**config.mk**
```make
export PLATFORM = sky130hd
export DESIGN_NAME = mpsoc_wb_raminfr_dp
export DESIGN_NICKNAME = d
export VERILOG_FILES = /design/src/rtl/mpsoc_wb_raminfr_dp.sv
export SDC_FILE = /design/constraint.sdc
export NUM_CORES = 1
export LEC_CHECK = 0
export CAP_MARGIN = 20
export CORE_MARGIN = 3
export CORE_UTILIZATION = 45
export DETAILED_ROUTE_END_ITERATION = 8
export PLACE_DENSITY = 0.66
export SYNTH_ARGS = -nofsm -noshare
export SYNTH_HDL_FRONTEND = slang
export SYNTH_SLANG_ARGS = --single-unit
```
**constraint.sdc**
```tcl
create_clock -name clk -period 2.1 [get_ports clk]
set_input_delay 0.525 -clock clk [delete_from_list [all_inputs] [get_ports clk]]
set_output_delay 0.525 -clock clk [all_outputs]
set_load 0.01 [all_outputs]
```
**src/rtl/mpsoc_wb_raminfr_dp.sv**
```systemverilog
`default_nettype none
// ============================================================================
// Module   : mpsoc_wb_raminfr_dp
// Purpose  : Dual-port inferred RAM (port a write/read, port dpra read) with
//            lane write enables, async or registered dpra read, write-first
//            collision bypass and a clear sweep sequencer.
//            Define MPSOC_WB_RAMINFR_PARITY_EN for per-lane even parity + perr.
// Revision : 1.0  initial release
// ============================================================================
module mpsoc_wb_raminfr_dp #(
  parameter int                    ADDR_WIDTH     = 4,
  parameter int                    DATA_WIDTH     = 8,
  parameter int                    LANE_WIDTH     = 8,
  parameter int                    DEPTH          = 16,
  parameter int                    READ_LATENCY   = 0,
  parameter int                    CLEAR_ON_RESET = 1,
  parameter logic [DATA_WIDTH-1:0] CLEAR_VALUE    = '0,
  localparam int                   LANES          = DATA_WIDTH / LANE_WIDTH
) (
  input  logic                  clk,
  input  logic                  rst,
  input  logic                  clr,
  output logic                  busy,
  input  logic                  we,
  input  logic [LANES-1:0]      be,
  input  logic [ADDR_WIDTH-1:0] a,
  input  logic [DATA_WIDTH-1:0] di,
  output logic [DATA_WIDTH-1:0] spo,
  input  logic                  re,
  input  logic [ADDR_WIDTH-1:0] dpra,
  output logic [DATA_WIDTH-1:0] dpo,
  output logic                  perr
);

  localparam int                    IW        = (DEPTH > 1) ? $clog2(DEPTH) : 1;
  localparam logic [ADDR_WIDTH:0]   DEPTH_EXT = (ADDR_WIDTH+1)'(DEPTH);
  localparam logic [ADDR_WIDTH-1:0] LAST_ADDR = ADDR_WIDTH'(DEPTH - 1);

  typedef enum logic [0:0] {
    S_IDLE  = 1'b0,
    S_CLEAR = 1'b1
  } state_t;

  state_t                  state;
  logic [ADDR_WIDTH-1:0]   cnt;
  logic [DATA_WIDTH-1:0]   ram [DEPTH];

  logic                    a_ok, dpra_ok, wr_ok;
  logic [IW-1:0]           a_idx, d_idx, cnt_idx;
  logic [DATA_WIDTH-1:0]   ram_a, ram_d, byp_d;
  logic [LANES-1:0]        hit;
  logic                    perr_d, perr_byp;

  always_ff @(posedge clk or posedge rst) begin
    if (rst) begin
      state <= (CLEAR_ON_RESET != 0) ? S_CLEAR : S_IDLE;
      cnt   <= '0;
    end else begin
      case (state)
        S_IDLE: begin
          if (clr) begin
            state <= S_CLEAR;
            cnt   <= '0;
          end
        end
        S_CLEAR: begin
          if (cnt == LAST_ADDR) state <= S_IDLE;
          else                  cnt   <= cnt + ADDR_WIDTH'(1);
        end
        default: state <= S_IDLE;
      endcase
    end
  end

  assign busy    = (state == S_CLEAR);
  assign a_ok    = ({1'b0, a} < DEPTH_EXT);
  assign dpra_ok = ({1'b0, dpra} < DEPTH_EXT);
  assign wr_ok   = we && !busy && a_ok;
  assign a_idx   = a[IW-1:0];
  assign d_idx   = dpra[IW-1:0];
  assign cnt_idx = cnt[IW-1:0];

  always_ff @(posedge clk) begin
    if (busy) begin
      ram[cnt_idx] <= CLEAR_VALUE;
    end else if (wr_ok) begin
      for (int i = 0; i < LANES; i++)
        if (be[i]) ram[a_idx][i*LANE_WIDTH +: LANE_WIDTH] <= di[i*LANE_WIDTH +: LANE_WIDTH];
    end
  end

  assign ram_a = a_ok    ? ram[a_idx] : '0;
  assign ram_d = dpra_ok ? ram[d_idx] : '0;
  assign spo   = busy ? CLEAR_VALUE : ram_a;

  // Write-first view of ram[dpra]: lanes being written this cycle return di.
  assign hit = (wr_ok && (a == dpra)) ? be : '0;
  always_comb begin
    byp_d = ram_d;
    for (int i = 0; i < LANES; i++)
      if (hit[i]) byp_d[i*LANE_WIDTH +: LANE_WIDTH] = di[i*LANE_WIDTH +: LANE_WIDTH];
  end

`ifdef MPSOC_WB_RAMINFR_PARITY_EN
  function automatic logic [LANES-1:0] lane_par(input logic [DATA_WIDTH-1:0] d);
    logic [LANES-1:0] p;
    p = '0;
    for (int i = 0; i < LANES; i++) p[i] = ^d[i*LANE_WIDTH +: LANE_WIDTH];
    return p;
  endfunction

  logic [LANES-1:0] ram_par [DEPTH];
  logic [LANES-1:0] par_d, par_byp;

  always_ff @(posedge clk) begin
    if (busy) begin
      ram_par[cnt_idx] <= lane_par(CLEAR_VALUE);
    end else if (wr_ok) begin
      for (int i = 0; i < LANES; i++)
        if (be[i]) ram_par[a_idx][i] <= ^di[i*LANE_WIDTH +: LANE_WIDTH];
    end
  end

  assign par_d    = ram_par[d_idx];
  assign par_byp  = (par_d & ~hit) | (lane_par(di) & hit);
  assign perr_d   = dpra_ok && (|(par_d ^ lane_par(ram_d)));
  assign perr_byp = dpra_ok && (|(par_byp ^ lane_par(byp_d)));
`else
  assign perr_d   = 1'b0;
  assign perr_byp = 1'b0;
`endif

  generate
    if (READ_LATENCY == 0) begin : g_async_read
      logic unused_sync;
      assign unused_sync = ^{re, byp_d, perr_byp};
      assign dpo  = busy ? CLEAR_VALUE : ram_d;
      assign perr = busy ? 1'b0 : perr_d;
    end else begin : g_sync_read
      logic [DATA_WIDTH-1:0] dpo_q;
      logic                  perr_q;
      logic                  unused_async;
      assign unused_async = perr_d;

      always_ff @(posedge clk or posedge rst) begin
        if (rst) begin
          dpo_q  <= '0;
          perr_q <= 1'b0;
        end else if (re) begin
          dpo_q  <= busy ? CLEAR_VALUE : byp_d;
          perr_q <= busy ? 1'b0 : perr_byp;
        end
      end

      assign dpo  = busy ? CLEAR_VALUE : dpo_q;
      assign perr = busy ? 1'b0 : perr_q;
    end
  endgenerate

endmodule
`default_nettype wire

```
==> results of run 1 <==
-- routing by layer --
metal,routed length (um),up-vias,track usage
met3,1030,34,0.0505
met4,457,0,0.107
met2,9370,183,0.383
met1,7430,2329,0.304
li1,-,1928,-
met5,0,-,0
-- cell usage after synthesis (6+ instances only) --
cell type	count	area (sq um)
edfxtp_1	128	3840
mux2i_1	61	611
mux4_2	36	811
nor2_1	25	93.8
a22oi_1	19	143
nand2_1	15	56.3
and2_1	9	56.3
buf_2	9	45.0
o21ai_0	9	45.0
a31oi_1	7	43.8
inv_1	7	26.3
nand2b_1	7	43.8
nand3_1	7	35.0
o22ai_1	7	43.8
buf_6	6	67.6
clkbuf_1	6	22.5
nor2b_1	6	37.5
-- worst max-delay path, stage by stage --
cell,delay [ns]
buf_12,0.13
buf_16,0.14
buf_12,0.10
mux4_2,0.51
mux2i_2,0.22
o22ai_2,0.12
buf_2,0.16
-- final cells by class --
type / count / share of cell area
sequential: 133 / 0.430
multi-input combinational: 234 / 0.299
timing repair buffer: 155 / 0.174
clock buffer: 17 / 0.0461
tap: 180 / 0.0244
clock inverter: 15 / 0.0229
inverter: 8 / 0.00379
-- metrics by stage --
| stage | power (W) | instances | cell area (sq um) |
|---|---|---|---|
| 3_5_place_dp | 0.00586 | 669 | 7600 |
| 5_1_grt | 0.00996 | 742 | 9230 |
| 6_report | 0.00961 | 742 | 9230 |
| 2_1_floorplan | 0.00487 | 402 | 6530 |
| 4_1_cts | 0.00934 | 734 | 8950 |
| 3_3_place_gp | 0.00579 | 669 | 7600 |
-- cells by family (layout without fill, tap and decap cells) --
family / Yosys count / count (layout) / share of synthesized area
fa+ha+maj: 1 / 1 / 0.00192
buf+inv: 35 / 195 / 0.0359
flops: 133 / 133 / 0.609
mux: 102 / 102 / 0.238
simple gates: 74 / 74 / 0.0549
compound gates: 56 / 56 / 0.0593
other cells: 1 / 1 / 0.000575
-- power by group --
group	internal [W]	switching [W]	total, W
combinational	0.00122	0.00141	0.00263
sequential	0.00350	0.000276	0.00378
clock	0.00209	0.00111	0.00320
total	0.00681	0.00279	0.00961
-- repair_timing --
| action | 4_1_cts | 5_1_grt |
|---|---|---|
| pin swaps | 17 | 21 |
| buffers inserted | 26 | 11 |
| gates cloned | 7 | 0 |
| endpoints found under the setup margin | 97 | 87 |
| gates resized for setup | 174 | 38 |
-- registers in the layout, indices dropped and copies added (netlist names) --
| name | count |
|---|---|
| busy | 1 |
| ram | 128 |
| cnt | 4 |
-- worst max path at each step --
| stage | start | end | depth (start not counted) | slack, ns |
|---|---|---|---|---|
| floorplan | a[0] | spo[2] | 5 | 0.002 |
| global placement | dpra[2] | dpo[5] | 7 | -1.06 |
| detailed placement | dpra[2] | dpo[5] | 7 | -1.03 |
| CTS | ram[4][0] | spo[0] | 4 | -0.34 |
| global route | ram[5][0] | spo[0] | 4 | -0.38 |
| finish | a[0] | spo[5] | 7 | -0.34 |
==> out/qor.csv, run 1 <==
metric,value,unit
leakagePower,3.47,nW
start_util,0.464,
numPortBuffers,37,
post-dp-hpwl,11400,um
gp_routability_congestion,0.825,
layout.cells.most_common,edfxtp_1,
grt_antenna_before_repair,0,
skew,0.00521,ns
route.detailed.drc,0,
nets,572,
multi_input_area,2760,sq um
wl_per_cell,24.6,um
cts_tree,done,
hold_buffers,0,
max_freq,0.409,GHz
ys.flop_type,edfxtp_1,
cp-end-kind,output port,
die_w,126,um
dp_slack,-1.03,ns
clockBufferDepth,2,
crit_type,in2out,
failed_checks,setup timing,
syn_area,6520,sq um
period_minus_slack,2.44,ns
rr_endpoint,ram[7][5],
ir_drop,0.691,mV
tightest_slew,0.616,ns
overflow,0,
syn_inst,402,
max_cap_violations,0,
grt_pass1_wl,27100,um
crit_path_start_kind,input port,
setup_viol,16,
crit_required,1.57,ns
hold_ws,0.304,ns
clock_sinks,133,
drt_iter0_markers,362,
slew_violations,0,
regToRegStartpoint,busy,
hp-class,in2async,
nFillCells,937,
yosysSeqAreaShare,0.609,
ys_ff_latch,133,
clk_pin_slew,0.06,ns
grtUsageTotal,0.235,
rr_worst_depth,7,
ioPinCount,40,
routed_wl,18300,um
final.setup.worst_slack,-0.344,ns
synth_nets,425,
timing.setup.tns,-3.59,ns
layout_common_cells,"128 x edfxtp_1, 83 x buf_4, 49 x mux2i_1, 39 x mux4_2, 18 x buf_2",
yosysUniqueCellTypes,41,
die_h,126,um
grt_max_degree,17,
core_area,14000,sq um
vias,4474,
regArea,3970,sq um
status,"finished, violations left",
diodes,0,
area_growth,41.7,%
reg2reg_slack,0.08,ns
async_flop_share,0.0376,
die_area,16000,sq um
arrival,1.92,ns
drive_gt1_frac,0.489,
ys_warn_count,0,
cts_root_buf,clkbuf_16,
cts_buffers,17,
final_util,0.657,
syn_area_per_cell,16.2,sq um
hold_violations,0,
cp_max_fo,5,
synth_edf_count,128,
powerDensity,1040,nW/um^2
viasPerCell,6.03,
clk-insertion-delay-late,0.42,ns
drt_pass1_iterations,4,
rows,43,
grt_pass1_vias,4678,
ctsHtreeMaxLevel,4,
fin_crit_sh,1.16,
relSlewSlack,0.589,
rsz0062_at_grt,yes,
drt.antenna.violating_nets,0,
(Power assumes the default switching activity.)
==> run 2: changes to the inputs <==
Settings changed: SLEW_MARGIN set to 0.
==> results of run 2 <==
Same layout as run 1: the final DEF is identical, and so are final timing and power.
